`src/rtl/vec_stream_pkg.sv`:
```
// Shared types and helpers for the vec_stream_out reader/serializer.
// Optional argmax feature is enabled by defining VEC_STREAM_ARGMAX_EN.
`timescale 1ns/1ps
package vec_stream_pkg;

    typedef enum logic [1:0] {
        ST_IDLE    = 2'd0,
        ST_FETCH   = 2'd1,
        ST_CAPTURE = 2'd2,
        ST_EMIT    = 2'd3
    } state_e;

    localparam int DefVecElements  = 8;
    localparam int DefBytesPerRead = 2;

    // Counter width that never collapses to zero bits for a single-entry range.
    function automatic int idx_width(input int n);
        return (n > 1) ? $clog2(n) : 1;
    endfunction

endpackage

```
`src/rtl/vec_stream_out_if.sv`:
```
// FIFO read port plus output byte stream of vec_stream_out.
// master = serializer side, slave = FIFO/consumer side.
`timescale 1ns/1ps
interface vec_stream_out_if
    import vec_stream_pkg::*;
#(
    parameter int VecElements  = DefVecElements,
    parameter int BytesPerRead = DefBytesPerRead
);
    localparam int IdxW = idx_width(VecElements);

    logic                         rd_en;
    logic [BytesPerRead-1:0][7:0] rd_data;
    logic                         m_valid;
    logic                         m_ready;
    logic [7:0]                   m_data;
    logic [IdxW-1:0]              m_index;
    logic                         m_last;

    modport master (
        output rd_en,
        input  rd_data,
        output m_valid,
        input  m_ready,
        output m_data,
        output m_index,
        output m_last
    );

    modport slave (
        input  rd_en,
        output rd_data,
        input  m_valid,
        output m_ready,
        input  m_data,
        input  m_index,
        input  m_last
    );

endinterface

```
`src/rtl/argmax_tracker.sv`:
```
// Running signed-byte maximum over one streamed vector; reports the winning index.
// Only built when VEC_STREAM_ARGMAX_EN is defined.
`timescale 1ns/1ps
`ifdef VEC_STREAM_ARGMAX_EN
module argmax_tracker #(
    parameter int IdxW = 3
) (
    input  logic            clk_in,
    input  logic            rst_in,
    input  logic            hs_i,
    input  logic            first_i,
    input  logic            last_i,
    input  logic [7:0]      data_i,
    input  logic [IdxW-1:0] index_i,
    output logic            argmax_valid_o,
    output logic [IdxW-1:0] argmax_idx_o
);
    logic signed [7:0] max_q;
    logic [IdxW-1:0]   cur_idx_q;
    logic [IdxW-1:0]   argmax_idx_q;
    logic              argmax_valid_q;
    logic              win_s;

    // Strict greater-than so ties keep the earliest index.
    assign win_s = first_i | ($signed(data_i) > max_q);

    // Running maximum and result registers.
    always_ff @(posedge clk_in or negedge rst_in) begin
        if (!rst_in) begin
            max_q          <= 8'sd0;
            cur_idx_q      <= '0;
            argmax_idx_q   <= '0;
            argmax_valid_q <= 1'b0;
        end else begin
            if (hs_i && win_s) begin
                max_q     <= $signed(data_i);
                cur_idx_q <= index_i;
            end
            if (hs_i && last_i) begin
                argmax_valid_q <= 1'b1;
                argmax_idx_q   <= win_s ? index_i : cur_idx_q;
            end else begin
                argmax_valid_q <= 1'b0;
            end
        end
    end

    assign argmax_valid_o = argmax_valid_q;
    assign argmax_idx_o   = argmax_idx_q;

endmodule
`endif

```
`src/rtl/vec_stream_out.sv`:
```
// Fetches a complete vector from a VecFIFO chunk by chunk and streams it out byte-wise.
// Define VEC_STREAM_ARGMAX_EN to add the argmax_valid/argmax_idx result ports.
`timescale 1ns/1ps
module vec_stream_out
    import vec_stream_pkg::*;
#(
    parameter int VecElements  = DefVecElements,
    parameter int BytesPerRead = DefBytesPerRead
) (
    input  logic clk_in,
    input  logic rst_in,
    input  logic vec_ready,
    output logic vec_done,
    output logic busy,
`ifdef VEC_STREAM_ARGMAX_EN
    output logic argmax_valid,
    output logic [idx_width(VecElements)-1:0] argmax_idx,
`endif
    vec_stream_out_if.master bus
);
    localparam int IdxW = idx_width(VecElements);
    localparam int PtrW = idx_width(BytesPerRead);
    localparam logic [IdxW-1:0] LastElem = IdxW'(VecElements - 1);
    localparam logic [PtrW-1:0] LastByte = PtrW'(BytesPerRead - 1);

    if ((BytesPerRead < 1) || ((VecElements % BytesPerRead) != 0)) begin : g_bad_cfg
        $error("vec_stream_out: VecElements must be a positive multiple of BytesPerRead");
    end

    state_e                       state_q,    state_d;
    logic [BytesPerRead-1:0][7:0] buf_q,      buf_d;
    logic [PtrW-1:0]              ptr_q,      ptr_d;
    logic [IdxW-1:0]              elem_q,     elem_d;
    logic                         m_valid_q,  m_valid_d;
    logic [7:0]                   m_data_q,   m_data_d;
    logic                         m_last_q,   m_last_d;
    logic                         rd_en_q,    rd_en_d;
    logic                         vec_done_q, vec_done_d;
    logic                         hs_s;
    logic [PtrW-1:0]              ptr_nxt_s;

    assign hs_s      = m_valid_q & bus.m_ready;
    assign ptr_nxt_s = ptr_q + PtrW'(1);

    // State and datapath registers.
    always_ff @(posedge clk_in or negedge rst_in) begin
        if (!rst_in) begin
            state_q    <= ST_IDLE;
            buf_q      <= '0;
            ptr_q      <= '0;
            elem_q     <= '0;
            m_valid_q  <= 1'b0;
            m_data_q   <= 8'h00;
            m_last_q   <= 1'b0;
            rd_en_q    <= 1'b0;
            vec_done_q <= 1'b0;
        end else begin
            state_q    <= state_d;
            buf_q      <= buf_d;
            ptr_q      <= ptr_d;
            elem_q     <= elem_d;
            m_valid_q  <= m_valid_d;
            m_data_q   <= m_data_d;
            m_last_q   <= m_last_d;
            rd_en_q    <= rd_en_d;
            vec_done_q <= vec_done_d;
        end
    end

    // Next-state and next-output logic; rd_en is only raised once the buffer is drained.
    always_comb begin
        state_d    = state_q;
        buf_d      = buf_q;
        ptr_d      = ptr_q;
        elem_d     = elem_q;
        m_valid_d  = m_valid_q;
        m_data_d   = m_data_q;
        rd_en_d    = 1'b0;
        vec_done_d = 1'b0;
        case (state_q)
            ST_IDLE: begin
                if (vec_ready) begin
                    state_d = ST_FETCH;
                    rd_en_d = 1'b1;
                end else begin
                    state_d = ST_IDLE;
                end
            end
            ST_FETCH: begin
                state_d = ST_CAPTURE;
            end
            ST_CAPTURE: begin
                buf_d     = bus.rd_data;
                ptr_d     = '0;
                m_data_d  = bus.rd_data[0];
                m_valid_d = 1'b1;
                state_d   = ST_EMIT;
            end
            ST_EMIT: begin
                if (hs_s) begin
                    if (elem_q == LastElem) begin
                        state_d    = ST_IDLE;
                        m_valid_d  = 1'b0;
                        vec_done_d = 1'b1;
                        elem_d     = '0;
                        ptr_d      = '0;
                    end else if (ptr_q == LastByte) begin
                        state_d   = ST_FETCH;
                        rd_en_d   = 1'b1;
                        m_valid_d = 1'b0;
                        elem_d    = elem_q + IdxW'(1);
                        ptr_d     = '0;
                    end else begin
                        ptr_d    = ptr_nxt_s;
                        elem_d   = elem_q + IdxW'(1);
                        m_data_d = buf_q[ptr_nxt_s];
                    end
                end else begin
                    state_d = ST_EMIT;
                end
            end
            default: begin
                state_d   = ST_IDLE;
                m_valid_d = 1'b0;
            end
        endcase
        m_last_d = (elem_d == LastElem);
    end

    assign bus.rd_en   = rd_en_q;
    assign bus.m_valid = m_valid_q;
    assign bus.m_data  = m_data_q;
    assign bus.m_index = elem_q;
    assign bus.m_last  = m_last_q;
    assign vec_done    = vec_done_q;
    assign busy        = (state_q != ST_IDLE);

`ifdef VEC_STREAM_ARGMAX_EN
    argmax_tracker #(
        .IdxW (IdxW)
    ) u_argmax (
        .clk_in         (clk_in),
        .rst_in         (rst_in),
        .hs_i           (hs_s),
        .first_i        (elem_q == '0),
        .last_i         (m_last_q),
        .data_i         (m_data_q),
        .index_i        (elem_q),
        .argmax_valid_o (argmax_valid),
        .argmax_idx_o   (argmax_idx)
    );
`endif

endmodule

```
`src/flat_wrapper.sv`:
```
// flat-port wrapper written by rule: the top's interface ports become plain ports
module vec_stream_out_flat import vec_stream_pkg::*;
#(
    parameter int VecElements  = DefVecElements,
    parameter int BytesPerRead = DefBytesPerRead
)
  (clk_in, rst_in, vec_ready, vec_done, busy, bus_rd_en, bus_rd_data, bus_m_valid, bus_m_ready, bus_m_data, bus_m_index, bus_m_last);
  vec_stream_out_if #(.VecElements(VecElements), .BytesPerRead(BytesPerRead)) bus_i ();
  input  logic clk_in;
  input  logic rst_in;
  input  logic vec_ready;
  output logic vec_done;
  output logic busy;
  output wire logic [$bits(bus_i.rd_en)-1:0] bus_rd_en;
  input wire logic [$bits(bus_i.rd_data)-1:0] bus_rd_data;
  output wire logic [$bits(bus_i.m_valid)-1:0] bus_m_valid;
  input wire logic [$bits(bus_i.m_ready)-1:0] bus_m_ready;
  output wire logic [$bits(bus_i.m_data)-1:0] bus_m_data;
  output wire logic [$bits(bus_i.m_index)-1:0] bus_m_index;
  output wire logic [$bits(bus_i.m_last)-1:0] bus_m_last;
  assign bus_rd_en = bus_i.rd_en;
  assign bus_i.rd_data = bus_rd_data;
  assign bus_m_valid = bus_i.m_valid;
  assign bus_i.m_ready = bus_m_ready;
  assign bus_m_data = bus_i.m_data;
  assign bus_m_index = bus_i.m_index;
  assign bus_m_last = bus_i.m_last;
  vec_stream_out #(.VecElements(VecElements), .BytesPerRead(BytesPerRead)) u_core (.clk_in(clk_in), .rst_in(rst_in), .vec_ready(vec_ready), .vec_done(vec_done), .busy(busy), .bus(bus_i));
endmodule
```
`config.mk`:
```
export PLATFORM = sky130hd
export DESIGN_NAME = vec_stream_out_flat
export DESIGN_NICKNAME = d
export VERILOG_FILES = /design/src/rtl/vec_stream_pkg.sv /design/src/rtl/vec_stream_out_if.sv /design/src/rtl/argmax_tracker.sv /design/src/rtl/vec_stream_out.sv /design/src/flat_wrapper.sv
export SDC_FILE = /design/constraint.sdc
export NUM_CORES = 1
export LEC_CHECK = 0
export CORE_MARGIN = 2
export CORE_UTILIZATION = 44
export CTS_CLUSTER_DIAMETER = 200
export DETAILED_ROUTE_END_ITERATION = 6
export PLACE_DENSITY = 0.74
export SLEW_MARGIN = 5
export SYNTH_ARGS = -nofsm -noshare
export SYNTH_HDL_FRONTEND = slang
export SYNTH_SLANG_ARGS = --single-unit
```
`constraint.sdc`:
```
create_clock -name clk_in -period 1.6 [get_ports clk_in]
set_input_delay 0.16 -clock clk_in [delete_from_list [all_inputs] [get_ports clk_in]]
set_output_delay 0.16 -clock clk_in [all_outputs]
set_load 0.03 [all_outputs]
```
==> results of run 1 <==
-- cell type report --
cell class                      count  area, um^2  share of cell area [%]
Sequential cell                    34         853                    36.7
Inverter                            3        11.3                   0.485
Tap cell                           48        60.1                    2.59
Timing Repair Buffer               53         495                    21.3
Multi-Input combinational cell     90         822                    35.4
Clock buffer                        8        80.1                    3.45
-- worst max path at each step --
| stage | depth (start not counted) | slack, ns | endpoint | start |
|---|---|---|---|---|
| after floorplan | 4 | -0.07 | u_core.bus.m_data[0] | u_core.bus.m_index[0] |
| after global placement | 5 | -0.05 | u_core.bus.m_data[2] | bus_m_ready |
| after detailed placement | 5 | -0.09 | u_core.bus.m_data[7] | bus_m_ready |
| after CTS | 5 | -0.03 | u_core.bus.m_data[0] | u_core.bus.m_index[0] |
| after global routing | 5 | -0.02 | u_core.bus.m_data[7] | u_core.state_q[1] |
| final | 5 | 0.04 | u_core.bus.m_data[7] | u_core.bus.m_index[0] |
-- cells in the final DEF (no fill, tap or decap), drive strengths merged --
cell type      instances
dfrtp                 34
clkdlybuf4s50         31
mux2                  24
buf                   19
nand2                 14
a21oi                  9
nor2                   9
mux2i                  8
clkbuf                 8
ha                     7
dlygate4sd2            3
inv                    3
nand3                  3
a211oi                 2
o22ai                  2
o31ai                  2
and3                   1
nand3b                 1
or3                    1
and2                   1
nor3                   1
nor2b                  1
nand2b                 1
a21boi                 1
o21ai                  1
a31o                   1
-- report_power, final --
part           internal (mW)  switching, mW  leakage (nW)
registers               1.28          0.278         0.402
clock network          0.309          0.299        0.0395
logic                   1.38           1.19         0.558
total                   2.97           1.77          1.00
-- metal layers --
layer | routed length, um | vias up | global-route usage, % | part of all wire (%)
li1 | - | 571 | - | -
met1 | 1470 | 567 | 23.8 | 44
met2 | 1630 | 24 | 28.6 | 49
met3 | 133 | 8 | 5.38 | 4.0
met4 | 72 | 0 | 8.78 | 2.2
met5 | 0 | - | 0 | 0
-- flip-flops by register name (all words and copies together) (netlist names) --
signal / count
u_core.buf_q: 16
u_core.bus.m_data: 8
u_core.bus.m_index: 3
u_core.bus.m_last: 1
u_core.bus.m_valid: 1
u_core.bus.rd_en: 1
u_core.ptr_q: 1
u_core.state_q: 2
u_core.vec_done: 1
-- kinds of logic after synthesis --
| kind of cell | synth area share (%) |
|---|---|
| fa+ha+maj | 5.42 |
| mux | 21.7 |
| flops | 52.6 |
| buf+inv | 2.79 |
| simple gates | 9.91 |
| compound gates | 7.58 |
-- what timing repair did --
item                       in CTS  in global routing
setup buffers                   3                  0
resized for setup               9                 12
pin swaps                       2                  2
setup endpoints to repair      11                 22
cloned                          0                  0
-- synth_stat cells (all sizes together) --
master and count:
nand2b 1, clkbuf 1, mux2i 8, a31o 1
or3 1, nor3 1, o22ai 2, nor2 9
and2 1, inv 3, o21ai 1, ha 7
buf 6, nand3 3, nand3b 1, nand2 14
nor2b 1, o31ai 2, mux2 24, dfrtp 34
a211oi 2, a21boi 1, a21oi 9, and3 1
==> summary.md, run 1 <==
| Metric | Value |
|---|---|
| Residual DRC count | `0` |
| Max Slew Vio Count | `0` |
| Via density | `4.96` |
| Yosys warns | `0` |
| Number of global-route vias before repair | `between 1k and 1.5k` |
| Tcrit/Tclk final | `a little over nine tenths` |
| GRT Total Usage | `18.5%` |
| Mean Syn Cell Area | `roughly 12 um^2` |
| Width of the die | `64.6 um` |
| Netlist Area Pre-Place | `0.00162 mm^2` |
| Setup CP Type | `reg2reg` |
| CTS Buf Count | `5` |
| Hold slack | `between 0.2 and 0.3 ns` |
| Power Dens Cells | `between 2000 and 2500 mW/mm^2` |
| Routed via count | `1170` |
| Die area | `0.00418 mm^2` |
| Tot Pwr | `between 4 and 5 mW` |
| Register-to-register setup slack | `0.04 ns` |
| CTS Buffer Depth | `2` |
| Post-synthesis sequential area ratio | `a little over half` |
| PortBufs | `35` |
| Crit path time final | `1.56 ns` |
| Largest net degree at the start of global routing | `35` |
| CP top delay family | `flip-flops` |
| Post-synth top area share | `52.6%` |
| Fin area | `0.00232 mm^2` |
| Number of detailed-route iterations in the first pass | `4` |
| Worst-Margin Slew | `0.419 ns` |
| Leak pwr | `roughly 1 nW` |
| CP required | `1.77 ns` |
| Worst r2r dst | `u_core.bus.m_data[7]` |
| Critical path cell sequence | `ha_4 > ha_4 > o31ai_4 > buf_12 > mux2_4` |
| Worst R2R Path Depth | `5` |
| Share of cells above drive strength 1 | `34.6%` |
| Syn nets | `161` |
| Synth area leader | `dfrtp_1` |
| CTS tree | `yes` |
| Post-Route WL | `3300 um` |
| Area Overhead vs Synth | `43.7%` |
| DR WL/cell | `14.0 um` |
| Initial antenna violation count | `0` |
| Number of synthesized register bits | `34` |
| Largest cells by area after synthesis | `dfrtp_1 (53%), mux2_2 (17%), ha_1 (5.4%)` |
| Post-layout util | `between 60% and 70%` |
| Total grt overflow | `0` |
| Gpl congestion | `0.775` |
| Synthesized instance count | `~130` |
| Area post-placement | `0.00215 mm^2` |
| Non-filler cells, final | `236` |
| FILL cells | `298` |
| Hold-fix buffers at CTS | `0` |
| Max-cap viol count | `0` |
| Post-DP HPWL | `2380 um` |
| Slew margin rel. | `approximately 72%` |
| Worst hold path class | `in2async` |
| Achievable frequency | `roughly 640 MHz` |
| Max incr delay on CP | `around 0.44 ns` |
| # rows | `22` |
| Slowest cell on crit path | `dfrtp_2` |
| Clock Sinks | `34` |
| WP buf/inv | `1` |
| Final setup viols | `0` |
| R2r startpoint | `u_core.bus.m_index[0]` |
| First-pass GRT wire length | `5730 um` |
| Peak supply drop | `0.000978 V` |
| Die Y | `64.6 um` |
| Drt initial violations | `22` |
| Final setup margin | `0.0354 ns` |
| Hold Violations, Final | `0` |
| Arr. time, crit path | `1.74 ns` |
| Status | `finished clean` |
| Ports | `36` |
| Core footprint | `roughly 0.0036 mm^2` |
| H-tree depth | `2` |
| Setup crit end kind | `register` |
| Skew final | `0.00351 ns` |
| Clock latency on the worst-skew pair | `0.29 ns` |
| Clk slew on worst S/H paths | `0.07 ns` |
| Unrepaired setup endpoints after global routing | `yes` |
| CP Launch Type | `register` |
| Pre-CTS setup slack | `-0.0887 ns` |
| Worst Path Max Fanout | `8` |
| Starting Density | `around 45%` |
| Cell repeated most along the worst path | `ha_4` |
| CTS Root Cell | `clkbuf_8` |
| Setup TNS | `0 ns` |
| Antenna viol nets, final | `0` |
| Placed cells | `between 200 and 250` |
| Layout Nets | `214` |
| Distinct cell type count after synthesis | `26` |
| Diodes inserted | `0` |
Note: power is estimated with default switching activity, not from simulation.
==> run 2, diff against run 1 <==
--- a/config.mk
+++ b/config.mk
@@ -5,11 +5,13 @@
 export SDC_FILE = /design/constraint.sdc
 export NUM_CORES = 1
 export LEC_CHECK = 0
+export CELL_PAD_IN_SITES_DETAIL_PLACEMENT = 0
+export CELL_PAD_IN_SITES_GLOBAL_PLACEMENT = 1
 export CORE_MARGIN = 2
-export CORE_UTILIZATION = 44
+export CORE_UTILIZATION = 35
 export CTS_CLUSTER_DIAMETER = 200
 export DETAILED_ROUTE_END_ITERATION = 6
-export PLACE_DENSITY = 0.74
+export PLACE_DENSITY_LB_ADDON = 0.1
 export SLEW_MARGIN = 5
 export SYNTH_ARGS = -nofsm -noshare
 export SYNTH_HDL_FRONTEND = slang
==> run 2 against run 1 <==
Against the previous run:
- the flow now finishes with violations (negative setup slack)
- worst hold slack better by 0.010 ns
- register-to-register slack worse by 0.04 ns
- first-iteration DRC count up 55%
- critical path depth unchanged
- sequential power about the same
- sequential cell count unchanged
- critical path type unchanged
- largest cell class unchanged
==> summary.md, run 2 (synthesis gave the netlist of run 1 again) <==
| Metric | Value |
|---|---|
| Post-DP HPWL | `2420 um (+1.9%)` |
| Tcrit/Tclk final | `100% (+2.5 points)` |
| # rows | `24 (+9.1%)` |
| Core footprint | `0.00441 mm^2 (+22%)` |
| Residual DRC count | `0 (unchanged)` |
| CTS Buffer Depth | `2 (unchanged)` |
| Power Dens Cells | `2030 mW/mm^2 (-0.55%)` |
| Peak supply drop | `0.000989 V (+1.2%)` |
| Max reg flops | `16 (unchanged)` |
| Layout Nets | `210 (-1.9%)` |
| Post-layout util | `51.1% (-13 points)` |
| Failing checks | `negative setup slack` |
| Max Slew Vio Count | `0 (unchanged)` |
| Worst R2R Path Depth | `5 (unchanged)` |
| Hold slack | `0.289 ns (+0.0101 ns)` |
| Slew margin rel. | `71.1% (-1.0 points)` |
| CTS Root Cell | `clkbuf_8` |
| Starting Density | `36.6% (-8.2 points)` |
| Clock power share | `14.0% (+1.2 points)` |
| Number of detailed-route iterations in the first pass | `4 (unchanged)` |
| Leak pwr | `0.967 nW (-3.3%)` |
| CP Launch Type | `register` |
| GRT Total Usage | `14.7% (-3.8 points)` |
| Setup crit end kind | `register` |
| First-pass GRT wire length | `5710 um (-0.35%)` |
| Die Y | `72.0 um (+11%)` |
| Most frequent cells in the layout | `dfrtp_1 (32), clkdlybuf4s50_1 (31), mux2_2 (20)` |
| Width of the die | `72.0 um (+11%)` |
| Switch share | `37.3% (about the same)` |
| Worst Path Max Fanout | `4 (-4)` |
| Post-Route WL | `3370 um (+2.0%)` |
| Ports | `36 (unchanged)` |
| Clock Sinks | `34 (unchanged)` |
| Unrepaired setup endpoints after global routing | `yes` |
| PortBufs | `35 (unchanged)` |
| Initial antenna violation count | `0 (unchanged)` |
| Final setup margin | `-0.00466 ns (-0.0400 ns)` |
| Clock latency on the worst-skew pair | `0.28 ns (about the same)` |
| Largest Register | `u_core.buf_q` |
| Sequential share of power | `34.0% (+1.1 points)` |
| CTS tree | `yes` |
| Worst-Margin Slew | `0.434 ns (+0.0153 ns)` |
| Total grt overflow | `0 (unchanged)` |
| Antenna viol nets, final | `0 (unchanged)` |
| Clk slew on worst S/H paths | `0.07 ns (about the same)` |
| H-tree depth | `2 (unchanged)` |
| Non-filler cells, final | `236 (unchanged)` |
| Largest net degree at the start of global routing | `35 (unchanged)` |
| Pre-CTS setup slack | `-0.0853 ns (+0.00339 ns)` |
| Placed cells | `228 (+1.3%)` |
| Die area | `0.00518 mm^2 (+24%)` |
| Worst r2r dst | `u_core.bus.m_data[2]` |
| Worst hold path class | `in2async` |
| Area Overhead vs Synth | `39.6%` |
| Share of cells above drive strength 1 | `31.0% (-3.6 points)` |
| Max-cap viol count | `0 (unchanged)` |
| Final setup viols | `2 (+2)` |
| DR WL/cell | `14.3 um (+2.0%)` |
| Skew final | `0.00811 ns (+0.00460 ns)` |
| Arr. time, crit path | `1.77 ns (+0.03 ns)` |
| Drt initial violations | `34 (+55%)` |
| Routed via count | `1188 (+1.5%)` |
| CTS Buf Count | `5 (unchanged)` |
| Power Internal | `2.87 mW (-3.4%)` |
| Hold Violations, Final | `0 (unchanged)` |
| Number of global-route vias before repair | `1243 (+2.1%)` |
| R2r startpoint | `u_core.bus.m_index[0]` |
| Achievable frequency | `623 MHz (-2.5%)` |
| Gate power share | `51.9% (-2.4 points)` |
| Via density | `5.03 (+1.5%)` |
| Status | `complete, but fails checks` |
| Register-to-register setup slack | `-0.005 ns (-0.04 ns)` |
| Crit path time final | `1.60 ns (+0.0400 ns)` |
| Setup CP Type | `reg2reg` |
| Commonest non-fill, non-tap cell in the layout | `dfrtp_1` |
| Diodes inserted | `0 (unchanged)` |
| CP required | `1.76 ns (about the same)` |
| NetSw | `1.71 mW (-3.3%)` |
| Gpl congestion | `0.723 (-6.8%)` |
| Hold-fix buffers at CTS | `0 (unchanged)` |
## run 2: worst max path at each step
stage                               start                    to  cells after the start
floorplan           u_core.bus.m_index[0]  u_core.bus.m_data[0]                      4
global placement              bus_m_ready  u_core.bus.m_data[0]                      5
detailed placement            bus_m_ready  u_core.bus.m_data[7]                      5
CTS                 u_core.bus.m_index[0]  u_core.bus.m_data[6]                      5
global route        u_core.bus.m_index[0]  u_core.bus.m_data[2]                      5
finish              u_core.bus.m_index[0]  u_core.bus.m_data[2]                      5
## run 2: power groups by stage
stage	Sequential (mW)	Clock, mW	Combinational, mW
final	1.56	0.644	2.38
after global routing	1.61	0.717	2.59
after CTS	1.55	0.674	2.33
after detailed placement	1.56	0	2.34
after global placement	1.55	0	2.29
after floorplan	1.83	0	1.22
## run 2: layout make-up
cell class / instances / area (um^2)
Clock buffer: 7 / 86.3
Timing Repair Buffer: 49 / 457
Multi-Input combinational cell: 90 / 779
Sequential cell: 34 / 853
Inverter: 3 / 11.3
Tap cell: 52 / 65.1
Fill cell: 392 / 2160
Clock inverter: 1 / 5.00
## run 2: stage by stage
stage / setup TNS, ns / total power, mW / cell area [um^2]
after global placement: -0.392 / 3.84 / 2130
after detailed placement: -0.618 / 3.90 / 2130
after global routing: -0.325 / 4.92 / 2260
after CTS: -0.0848 / 4.55 / 2220
final: -0.00715 / 4.59 / 2260
after floorplan: -0.513 / 3.05 / 1650
## run 2: routing by layer
metal | share of wire, % | GRT usage, % | vias to the layer above
met2 | 50 | 25.4 | 24
met4 | 1.9 | 6.92 | 0
met3 | 4.3 | 3.75 | 6
li1 | - | - | 566
met1 | 43 | 17.0 | 592
met5 | 0 | 0 | -
## run 2: what timing repair did
| item | CTS | global route |
|---|---|---|
| setup endpoints to repair | 11 | 9 |
| buffers inserted | 0 | 0 |
| resized for setup | 4 | 7 |
## run 2: worst max-delay path, stage by stage (launching register included)
cell and delay [ns]:
dfrtp_2 0.44, ha_4 0.18, ha_4 0.17, o31ai_4 0.22, buf_6 0.15, mux2_2 0.32
==> run 3, diff against run 2 <==
==> constraint.sdc (replaced) <==
create_clock -name clk_in -period 1.4 [get_ports clk_in]
set_input_delay 0.14 -clock clk_in [delete_from_list [all_inputs] [get_ports clk_in]]
set_output_delay 0.14 -clock clk_in [all_outputs]
set_load 0.03 [all_outputs]
==> run 3 against run 2 <==
Against the previous run:
- the run still ends with negative setup slack left
- register-to-register slack got worse by 0.18 ns
- critical path depth did not move
- clock skew is 0.0014 ns lower
- clock power grew 15%
==> summary.md, run 3 (synthesis gave the netlist of run 1 again) <==
| Metric | Value |
|---|---|
| CTS Buffer Depth | `2 (unchanged)` |
| Layout Nets | `220 (+4.8%)` |
| Pre-CTS setup slack | `-0.273 ns (-0.188 ns)` |
| Setup crit end kind | `register` |
| Residual DRC count | `0 (unchanged)` |
| Max incr delay on CP | `0.43 ns (about the same)` |
| Total grt overflow | `0 (unchanged)` |
| Largest Register | `u_core.buf_q` |
| CP required | `1.56 ns (-0.20 ns)` |
| Worst hold path class | `in2async` |
| Skew final | `0.00674 ns (-0.00137 ns)` |
| Drt initial violations | `57 (+68%)` |
| Diodes inserted | `0 (unchanged)` |
| Power Dens Cells | `2310 mW/mm^2 (+13%)` |
| Final setup margin | `-0.183 ns (-0.178 ns)` |
| Area Overhead vs Synth | `53.7%` |
| # rows | `24 (unchanged)` |
| Number of detailed-route iterations in the first pass | `3 (-1)` |
| Share of cells above drive strength 1 | `41.2% (+10 points)` |
| Max Slew Vio Count | `0 (unchanged)` |
| Starting Density | `36.6% (unchanged)` |
| Number of global-route vias before repair | `1317 (+6.0%)` |
| Commonest non-fill, non-tap cell in the layout | `dfrtp_1` |
| Via density | `4.97 (-1.2%)` |
| Worst Path Max Fanout | `8 (+4)` |
| Setup TNS | `-1.60 ns (-1.59 ns)` |
| CP Launch Type | `register` |
| Core footprint | `0.00441 mm^2 (unchanged)` |
| Critical Path Source | `u_core.bus.m_index[0]` |
| Die Y | `72.0 um (unchanged)` |
| R2r startpoint | `u_core.bus.m_index[0]` |
| Tcrit/Tclk final | `113% (+13 points)` |
| Unrepaired setup endpoints after global routing | `yes` |
| H-tree depth | `2 (unchanged)` |
| Critical path cell sequence | `ha_4 > ha_4 > o31ai_4 > buf_12 > mux2_4` |
| Leak pwr | `1.09 nW (+12%)` |
| Post-DP HPWL | `2500 um (+3.4%)` |
| Max reg flops | `16 (unchanged)` |
| Post-Route WL | `3780 um (+12%)` |
| Status | `complete, but fails checks` |
| Clk slew on worst S/H paths | `0.07 ns (about the same)` |
| PortBufs | `35 (unchanged)` |
| Die area | `0.00518 mm^2 (unchanged)` |
| DR WL/cell | `15.4 um (+7.7%)` |
| Hold Violations, Final | `0 (unchanged)` |
| CTS Buf Count | `5 (unchanged)` |
| Width of the die | `72.0 um (unchanged)` |
| Slew margin rel. | `79.2% (+8.2 points)` |
| Crit path time final | `1.58 ns (-0.0217 ns)` |
| CTS Root Cell | `clkbuf_8` |
| Setup CP Type | `reg2reg` |
| Most frequent cells in the layout | `dfrtp_1 (31), clkdlybuf4s50_1 (19), mux2_2 (16)` |
| Ports | `36 (unchanged)` |
| Clock Sinks | `34 (unchanged)` |
| Initial antenna violation count | `0 (unchanged)` |
| Final setup viols | `11 (+9)` |
| Antenna viol nets, final | `0 (unchanged)` |
| Largest net degree at the start of global routing | `35 (unchanged)` |
| Max-cap viol count | `0 (unchanged)` |
| Worst-Margin Slew | `0.313 ns (-0.121 ns)` |
| GRT Total Usage | `16.0% (+1.3 points)` |
| Failing checks | `negative setup slack` |
| Gpl congestion | `0.750 (+3.8%)` |
| Clock latency on the worst-skew pair | `0.28 ns (about the same)` |
| Slowest cell on crit path | `dfrtp_2` |
| CTS tree | `yes` |
| Peak supply drop | `0.00108 V (+8.8%)` |
| Cell repeated most along the worst path | `ha_4` |
| Arr. time, crit path | `1.75 ns (-0.02 ns)` |
| Routed via count | `1223 (+2.9%)` |
| First-pass GRT wire length | `6230 um (+9.0%)` |
| Achievable frequency | `632 MHz (+1.4%)` |
[run 3: cell types whose count changed in the layout (fill, tap and decap cells not counted), moves of 3 or more]
cell and change:
buf_6 +7, buf_12 +3, mux2_2 -4, clkdlybuf4s50_1 -12
mux2_4 +4, dlygate4sd2_1 +10, inv_1 -3
[run 3: final cells by class]
class	instances	area, um^2
Clock buffer	7	86.3
Clock inverter	1	5.00
Fill cell	380	1930
Inverter	3	13.8
Multi-Input combinational cell	90	860
Sequential cell	34	855
Tap cell	52	65.1
Timing Repair Buffer	59	601
[run 3: per-stage QoR]
step / utilization (%) / power (mW) / instance area (um^2) / std cells / hold WS [ns]
floorplan: - / 3.50 / 1650 / 134 / -0.156
global placement: 49.7 / 4.49 / 2190 / 233 / 0.491
detailed placement: 49.7 / 4.58 / 2190 / 233 / 0.495
CTS: 54.3 / 5.56 / 2400 / 244 / 0.220
global route: 56.3 / 6.11 / 2480 / 246 / 0.226
finish: 56.3 / 5.73 / 2480 / 246 / 0.218
[run 3: final timing paths]
path	to	slack [ns]	cells after the start
worst max-delay path	u_core.bus.m_data[1]	-0.18	5
worst min-delay path	u_core.buf_q[4]	0.22	2
worst max register to register	u_core.bus.m_data[1]	-0.18	5
worst min register to register	u_core.buf_q[15]	0.51	1
max in group asynchronous	u_core.bus.m_index[1]	0.98	2
min in group clk_in	u_core.bus.rd_en	0.44	3
[run 3: repair_timing]
action                     in CTS  in global routing
pin swaps                       6                 11
setup endpoints to repair      48                 34
resized for setup              43                 16
setup buffers                   3                  2
hold buffers                    0                  0
gates cloned                    0                  1
[run 3: critical path, delay by kind of cell (launching register included)]
family	cells	cell delay, ns
flip-flops	1	0.43
adder cells (fa/ha/maj)	2	0.35
multiplexers	1	0.30
AO/OA/AOI/OAI	1	0.22
buffers and inverters	1	0.18
[run 3: per-layer routing]
layer,wire [um],global-route usage [%],vias to the layer above
li1,-,-,581
met1,1690,19.7,610
met2,1880,26.7,28
met3,182,5.00,4
met4,31,5.24,0
met5,0,0,-
[run 3: where the power goes]
part / switching [mW] / leakage (nW) / internal [mW]
sequential: 0.303 / 0.401 / 1.47
combinational: 1.51 / 0.637 / 1.71
clock: 0.346 / 0.0482 / 0.397
total: 2.16 / 1.09 / 3.57
